===== config.mk =====
export PLATFORM = sky130hd
export DESIGN_NAME = game_flow_ctrl
export DESIGN_NICKNAME = d
export VERILOG_FILES = /design/src/rtl/game_pkg.sv /design/src/rtl/key_edge.sv /design/src/rtl/game_flow_ctrl.sv
export SDC_FILE = /design/constraint.sdc
export NUM_CORES = 1
export LEC_CHECK = 0
export ABC_CLOCK_PERIOD_IN_PS = 2050
export CAP_MARGIN = 0
export CORE_MARGIN = 5
export CORE_UTILIZATION = 54
export DETAILED_ROUTE_END_ITERATION = 10
export MAX_ROUTING_LAYER = met4
export PLACE_DENSITY = 0.81
export RECOVER_POWER = 100
export SYNTH_ARGS = -nofsm -noshare
export SYNTH_HDL_FRONTEND = slang
export SYNTH_SLANG_ARGS = --single-unit

===== constraint.sdc =====
create_clock -name frame_clk -period 2.05 [get_ports frame_clk]
set_clock_uncertainty 0.15 [all_clocks]
set_input_delay 0.5125 -clock frame_clk [delete_from_list [all_inputs] [get_ports frame_clk]]
set_output_delay 0.5125 -clock frame_clk [all_outputs]
set_load 0.01 [all_outputs]

===== src/rtl/game_pkg.sv =====
// game_pkg: shared game state encoding and keyboard keycodes
package game_pkg;
    typedef enum logic [1:0] {
        TITLE     = 2'd0,
        PLAY      = 2'd1,
        RESPAWN   = 2'd2,
        GAME_OVER = 2'd3
    } game_state_t;
    localparam logic [7:0] KEY_ENTER = 8'd40;
    localparam logic [7:0] KEY_P     = 8'd19;
    localparam logic [7:0] KEY_W     = 8'd26;
    localparam logic [7:0] KEY_A     = 8'd4;
    localparam logic [7:0] KEY_S     = 8'd22;
    localparam logic [7:0] KEY_D     = 8'd7;
endpackage


===== src/rtl/key_edge.sv =====
// key_edge: one-frame pulse on the first frame keycode equals KEY
module key_edge #(
    parameter logic [7:0] KEY = 8'd0
) (
    input  logic       frame_clk,
    input  logic       Reset,
    input  logic [7:0] keycode,
    output logic       key_pulse
);
    logic [7:0] key_prev;
    always_ff @(posedge frame_clk) begin
        key_prev <= Reset ? 8'd0 : keycode;
    end
    assign key_pulse = (keycode == KEY) && (key_prev != KEY);
endmodule


===== src/rtl/game_flow_ctrl.sv =====
// game_flow_ctrl: frame-rate game sequencer (title, lives, respawn, invulnerability, key gating); GAME_PAUSE_EN adds P-key pause
module game_flow_ctrl
    import game_pkg::*;
#(
    parameter int START_LIVES    = 3,
    parameter int RESPAWN_FRAMES = 120,
    parameter int INVULN_FRAMES  = 180,
    parameter int OVER_FRAMES    = 300
) (
    input  logic       frame_clk,
    input  logic       Reset,
    input  logic [7:0] keycode,
    input  logic       player_hit,
    output logic [1:0] gameState,
    output logic [1:0] lives,
    output logic       player_reset,
    output logic       invuln,
    output logic [7:0] keycode_out,
    output logic       paused
);
    localparam logic [1:0] LIVES0 = 2'(START_LIVES);
    localparam logic [8:0] RESP0  = 9'(RESPAWN_FRAMES - 1);
    localparam logic [8:0] INV0   = 9'(INVULN_FRAMES);
    localparam logic [8:0] OVER0  = 9'(OVER_FRAMES - 1);

    game_state_t state, state_nxt;
    logic [1:0]  lives_nxt;
    logic [8:0]  timer, timer_nxt, inv_cnt, inv_nxt;
    logic [7:0]  keycode_nxt;
    logic        player_reset_nxt, paused_nxt, enter_edge, p_edge;

    key_edge #(.KEY(KEY_ENTER)) u_enter (
        .frame_clk (frame_clk),
        .Reset     (Reset),
        .keycode   (keycode),
        .key_pulse (enter_edge)
    );
`ifdef GAME_PAUSE_EN
    key_edge #(.KEY(KEY_P)) u_pause (
        .frame_clk (frame_clk),
        .Reset     (Reset),
        .keycode   (keycode),
        .key_pulse (p_edge)
    );
`else
    assign p_edge = 1'b0;
`endif

    assign gameState = state;
    assign invuln    = (inv_cnt != 9'd0);

    always_ff @(posedge frame_clk) begin
        if (Reset) begin
            state        <= TITLE;
            lives        <= LIVES0;
            timer        <= '0;
            inv_cnt      <= '0;
            player_reset <= 1'b0;
            paused       <= 1'b0;
            keycode_out  <= '0;
        end else begin
            state        <= state_nxt;
            lives        <= lives_nxt;
            timer        <= timer_nxt;
            inv_cnt      <= inv_nxt;
            player_reset <= player_reset_nxt;
            paused       <= paused_nxt;
            keycode_out  <= keycode_nxt;
        end
    end

    always_comb begin
        state_nxt        = state;
        lives_nxt        = lives;
        timer_nxt        = timer;
        inv_nxt          = inv_cnt;
        player_reset_nxt = 1'b0;
        paused_nxt       = paused;
        keycode_nxt      = (state == PLAY && !paused) ? keycode : 8'd0;
        case (state)
            TITLE: begin
                lives_nxt = LIVES0;
                if (enter_edge) begin
                    state_nxt        = PLAY;
                    player_reset_nxt = 1'b1;
                    inv_nxt          = INV0;
                end
            end
            PLAY: begin
                paused_nxt = paused ^ p_edge;
                if (!paused) begin
                    inv_nxt = (inv_cnt != 9'd0) ? inv_cnt - 9'd1 : 9'd0;
                    // hit tests the pre-decrement count so immunity spans exactly INVULN_FRAMES
                    if (player_hit && inv_cnt == 9'd0) begin
                        lives_nxt  = (lives != 2'd0) ? lives - 2'd1 : 2'd0;
                        state_nxt  = (lives <= 2'd1) ? GAME_OVER : RESPAWN;
                        timer_nxt  = (lives <= 2'd1) ? OVER0 : RESP0;
                        paused_nxt = 1'b0;
                    end
                end
            end
            RESPAWN: begin
                timer_nxt = (timer != 9'd0) ? timer - 9'd1 : 9'd0;
                if (timer == 9'd0) begin
                    state_nxt        = PLAY;
                    player_reset_nxt = 1'b1;
                    inv_nxt          = INV0;
                end
            end
            default: begin
                timer_nxt = (timer != 9'd0) ? timer - 9'd1 : 9'd0;
                if (timer == 9'd0 || enter_edge) state_nxt = TITLE;
            end
        endcase
    end
endmodule

# Yosys cells after proc, flatten, opt, wreduce, memory -nomap -nowiden
# Index checks and enable logic that the tools add are counted.
[word_totals] output_inout_bits=15 in_bits=11 word_cells=66 reg_bits=40
[classes] bitwise=2 order_cmp=1 reduce_logical=19 add_sub_neg=3 eq_ne=8 mux=25
[ops] op="$mux 9" n=8
[ops] op="$pmux 9 s3" n=1
[ops] op="$logic_not 9->1" n=2
[ops] op="$pmux 9 s2" n=1
[ops] op="$reduce_bool 9->1" n=2
[ops] op="$sub 9x1->9 const B" n=2
[ops] op="$mux 2" n=8
[ops] op="$eq 8x6->1 const B" n=1
[ops] op="$ne 8x6->1 const B" n=1
[ops] op="$ne 2x2->1 const B" n=3
[ops] op="$pmux 2 s3" n=1
[ops] op="$reduce_and 3->1" n=2
[ops] op="$reduce_and 5->1" n=1
[ops] op="$mux 1" n=4
[ops] op="$pmux 2 s2" n=1
[ops] op="$reduce_and 4->1" n=1
[ops] op="$reduce_bool 2->1" n=2
[ops] op="$reduce_bool 4->1" n=1
[ops] op="$logic_and 1x1->1" n=3
[ops] op="$reduce_bool 3->1" n=1
[ops] op="$eq 2x1->1 const B" n=1
[ops] op="$eq 2x2->1 const B" n=1
[ops] op="$le 2x1->1 const B" n=1
[ops] op="$logic_not 2->1" n=1
[ops] op="other kinds (7)" n=8

# Logic depth before layout (Yosys ltp)
[logic_depth] depth_word=5 ltp_mapped=7 mapped_depth_nobuf=6

# Cells and area by module
# A second synthesis with hierarchy kept.
[unflattened] cells_unflattened=206 area_unflattened_um2=1821.7
[by_module_without_submodules] module="game_flow_ctrl" instances=1 cells_each=185 area_each_um2=1566.5 seq_area_each_um2=620.6
[by_module_without_submodules] module="key_edge" instances=1 cells_each=21 area_each_um2=255.2 seq_area_each_um2=160.2

# Worst setup path before layout
# Ideal clock, no wire load.
[synth_path] kind="input port to flip-flop" from="in keycode[1]" to="reg inv_cnt[5]" t_arrival_ps=1727 required_ps=1840 path_buffers=0 setup_slack_ps=113 stages=4 setup_time_ps=60 path_cell_list="or4b_4 > a211o_4 > a21oi_4 > o221a_1"
[synth_between] elab_chain_cells=4
[synth_lines] item="start: declaration" line="game_flow_ctrl.sv:12" rtl="input logic [7:0] keycode,"
[synth_lines] item="$eq 8x6->1" line="key_edge.sv:14" rtl="assign key_pulse = (keycode == KEY) && (key_prev != KEY);"
[synth_lines] item="$logic_and 1x1->1" line="key_edge.sv:14"
[synth_lines] item="$ne 2x2->1 (no source line)"
[synth_lines] item="$reduce_and 4->1 (no source line)"
[synth_lines] item="end signal: assignment" line="game_flow_ctrl.sv:65" rtl="inv_cnt <= inv_nxt;"
[synth_lines] item="end: declaration" line="game_flow_ctrl.sv:28" rtl="logic [8:0] timer, timer_nxt, inv_cnt, inv_nxt;"
# Every way passes these cells.
# A chain may end at the register's enable or synchronous reset.

# Worst setup path in the final report
[layout_path] from="reg inv_cnt[1]" to="out invuln"
[layout_between] elab_chain_cells=1
[layout_lines] item="$reduce_bool 9->1" line="game_flow_ctrl.sv:50" rtl="assign invuln = (inv_cnt != 9'd0);"
[layout_lines] item="end: declaration" line="game_flow_ctrl.sv:17" rtl="output logic invuln,"
# Every way passes these cells.

==> flow_metrics.env <==
export IMPL_leakagePower_nw=1.08
export IMPL_cts_max_level=2
export IMPL_max_stage_delay_ns=0.35
export IMPL_synthCells=212
export IMPL_synth_nets=225
export IMPL_grt_pass1_wl_microns=8190
export IMPL_ant_nets=0
export IMPL_grt_max_degree=20
export IMPL_fmax_mhz=489
export IMPL_syn_area_per_cell_sq_um=8.88
export IMPL_cts_tree="built"
export IMPL_slew_violations=0
export IMPL_min_path_type="reg -> reg"
export IMPL_dr_pass1_iters=4
export IMPL_grt_usage_pct=21.3
export IMPL_dieHeight_microns=69.1
export IMPL_initial_utilization_pct=56.0
export IMPL_fin_cells=315
export IMPL_io_pins=26
export IMPL_clock_path_buffers=2
export IMPL_drive_above_1_share_pct=24.9
export IMPL_setup_viol_count_final=0
export IMPL_crit_chain="inv_2 -> ha_4 -> nor4b_4 -> nand2_1 -> buf_2"
export IMPL_rsz0062_at_grt="true"
export IMPL_drv_cap=0
export IMPL_nNetsFinal=281
export IMPL_ir_drop_uv=351
export IMPL_port_buffers=24
export IMPL_clkTransAtPathRegs_ns=0.12
export IMPL_wl_microns=4850
export IMPL_crit_family="flip-flops"
export IMPL_cts_sinks=39
export IMPL_path_class="reg -> out"
export IMPL_antenna_found_initial=0
export IMPL_worstSetupStartpointType="flip-flop"
export IMPL_slowest_stage="dfxtp_2"
export IMPL_cp_max_fo=2
export IMPL_num_rows=21
export IMPL_clockRootBuffer="clkbuf_4"
export IMPL_drt_iter0_markers=141
export IMPL_fin_area_sq_um=2530
export IMPL_drc_errors=0
export IMPL_dpl_cell_count=300
export IMPL_dpl_cell_area_sq_um=2350
export IMPL_required_ns=1.39
export IMPL_cts_hold_buf=0
export IMPL_netlist_area_sq_um=1880
export IMPL_synth_top_area_share_pct=41.5
export IMPL_yosysMostFrequentCell="dfxtp_1"
export IMPL_ys_seq_area_share_pct=41.5
export IMPL_pre_cts_ws_ns=-0.440
export IMPL_dieArea_sq_um=4770
export IMPL_fin_util_pct=75.1
export IMPL_hold_violations=0
export IMPL_synth_area_leaders="dfxtp_1, o21ai_0, a21oi_1"
export IMPL_syn_to_final_growth_pct=34.2
export IMPL_synth_edf_count=0
export IMPL_period_minus_slack_ns=2.05
export IMPL_status="complete, no violations"
export IMPL_tightest_slew_ns=0.770
export IMPL_ys_ff_latch=39
export IMPL_synth_largest_area_cell="dfxtp_1"
export IMPL_worst_path_buf_inv=2
export IMPL_vias=1854
export IMPL_endpoint_kind="output pin"
export IMPL_fin_ws_ns=0.00318
export IMPL_clk_latency_ns=0.34
export IMPL_dp_hpwl_microns=3320
export IMPL_core_area_sq_um=3360
export IMPL_overflow=0
export IMPL_synth_top_flop_cell="dfxtp_1"
export IMPL_vias_per_cell=5.89
export IMPL_place_congestion=0.855
export IMPL_diodes=0
export IMPL_period_share_pct=99.8
export IMPL_yosysWarnings=0
export IMPL_wl_per_cell_microns=15.4
export IMPL_synth_cell_type_count=52
export IMPL_first_global_vias=1830
export IMPL_die_width_microns=69.1
export IMPL_synthArstFlopShare_pct=0
export IMPL_powerDensity_nw_per_um2=554
export IMPL_maxSlewHeadroom_pct=47.9
export IMPL_synth_common_cells="dfxtp_1, o21ai_0, a21oi_1, inv_1, nand2_1"
export IMPL_cts_buffers=5
export IMPL_cp_arrival_ns=1.38
flip-flops by register name, indices dropped and copies added, names as in the netlist:
name,cells
lives,2
timer,9
keycode_out,8
gameState,2
player_reset,1
u_enter.key_prev,8
inv_cnt,9
metal layers:
layer / wire, microns / global-route usage, % / vias to the layer above / part of all wire (%)
li1: - / - / 895 / -
met1: 2190 / 26.1 / 853 / 45
met2: 2200 / 33.6 / 92 / 45
met3: 371 / 3.92 / 14 / 7.6
met4: 87 / 10.4 / 0 / 1.8
met5: 0 / - / - / 0
final cells by class:
| class | instances | area, sq um |
|---|---|---|
| Multi-Input combinational cell | 148 | 1050 |
| Fill cell | 253 | 837 |
| Sequential cell | 39 | 787 |
| Timing Repair Buffer | 61 | 497 |
| Tap cell | 46 | 57.6 |
| Clock buffer | 6 | 51.3 |
| Inverter | 13 | 48.8 |
| Clock inverter | 2 | 35.0 |
worst paths after layout:
kind              depth (start not counted)                       from  slack, ns                 endpoint
hold reg to reg                           1  gameState[0]$_SDFFE_PP0P_       0.35  player_reset$_SDFF_PP0_
setup / recovery                          5    inv_cnt[1]$_SDFFE_PP0P_      0.003                   invuln
hold / removal                            1  gameState[0]$_SDFFE_PP0P_       0.35  player_reset$_SDFF_PP0_
setup reg to reg                         11    inv_cnt[1]$_SDFFE_PP0P_       0.09  inv_cnt[2]$_SDFFE_PP0P_
cells in the final DEF, fill, tap and decap left out, drive strengths merged, types with 2 or more instances in the layout:
cell type      synthesis  routed
or4b                   2       2
o21ai                 20      20
o211ai                 2       2
inv                   13      13
dlygate4sd2            0       8
nor3b                  2       2
nor4b                  4       4
a2111oi                2       2
a211oi                 6       6
nor2                  12      12
a311oi                 2       2
nand2                 13      13
ha                     2       2
and3                   9       9
nand2b                 2       2
and2                   2       2
o31ai                  4       4
or4                    2       2
mux2i                  2       2
a31oi                  4       4
clkdlybuf4s50          0      14
nor3                   6       6
nor4                   5       5
nor2b                  9       9
a21oi                 18      18
o211a                  2       2
buf                    4      35
nand3                  5       5
dfxtp                 39      39
clkbuf                 8       9
timing repair:
action,in CTS,in global routing
buffers inserted,6,2
gates resized for setup,17,10
hold endpoints to repair,0,0
pin swaps,6,3
endpoints found under the setup margin,10,4
report_power, final:
group / switching (mW) / internal (mW) / total (mW)
Clock: 0.253 / 0.288 / 0.541
Combinational: 0.0445 / 0.0435 / 0.0880
Sequential: 0.00329 / 0.766 / 0.769
Total: 0.301 / 1.10 / 1.40
through the flow:
stage	setup TNS (ns)	hold WS [ns]	total power [mW]
after detailed placement	-4.56	0.315	0.875
after CTS	-0.00767	0.336	1.41
after global placement	-4.16	0.322	0.874
after floorplan	0	0.312	0.825
after global routing	-0.0728	0.386	1.45
final	0	0.348	1.40
logic make-up (layout without fill, tap and decap cells):
kind of cell,Yosys count,in the layout,synth area share (%)
buffers and inverters,25,82,5.51
AOI/OAI and AO/OA,70,70,26.5
other,1,1,0.199
and+or+nand+nor,73,73,23.9
DFF,39,39,41.5
muxes,2,2,1.06
adders and majority gates,2,2,1.33
Note: power is estimated with default switching activity, not from simulation.
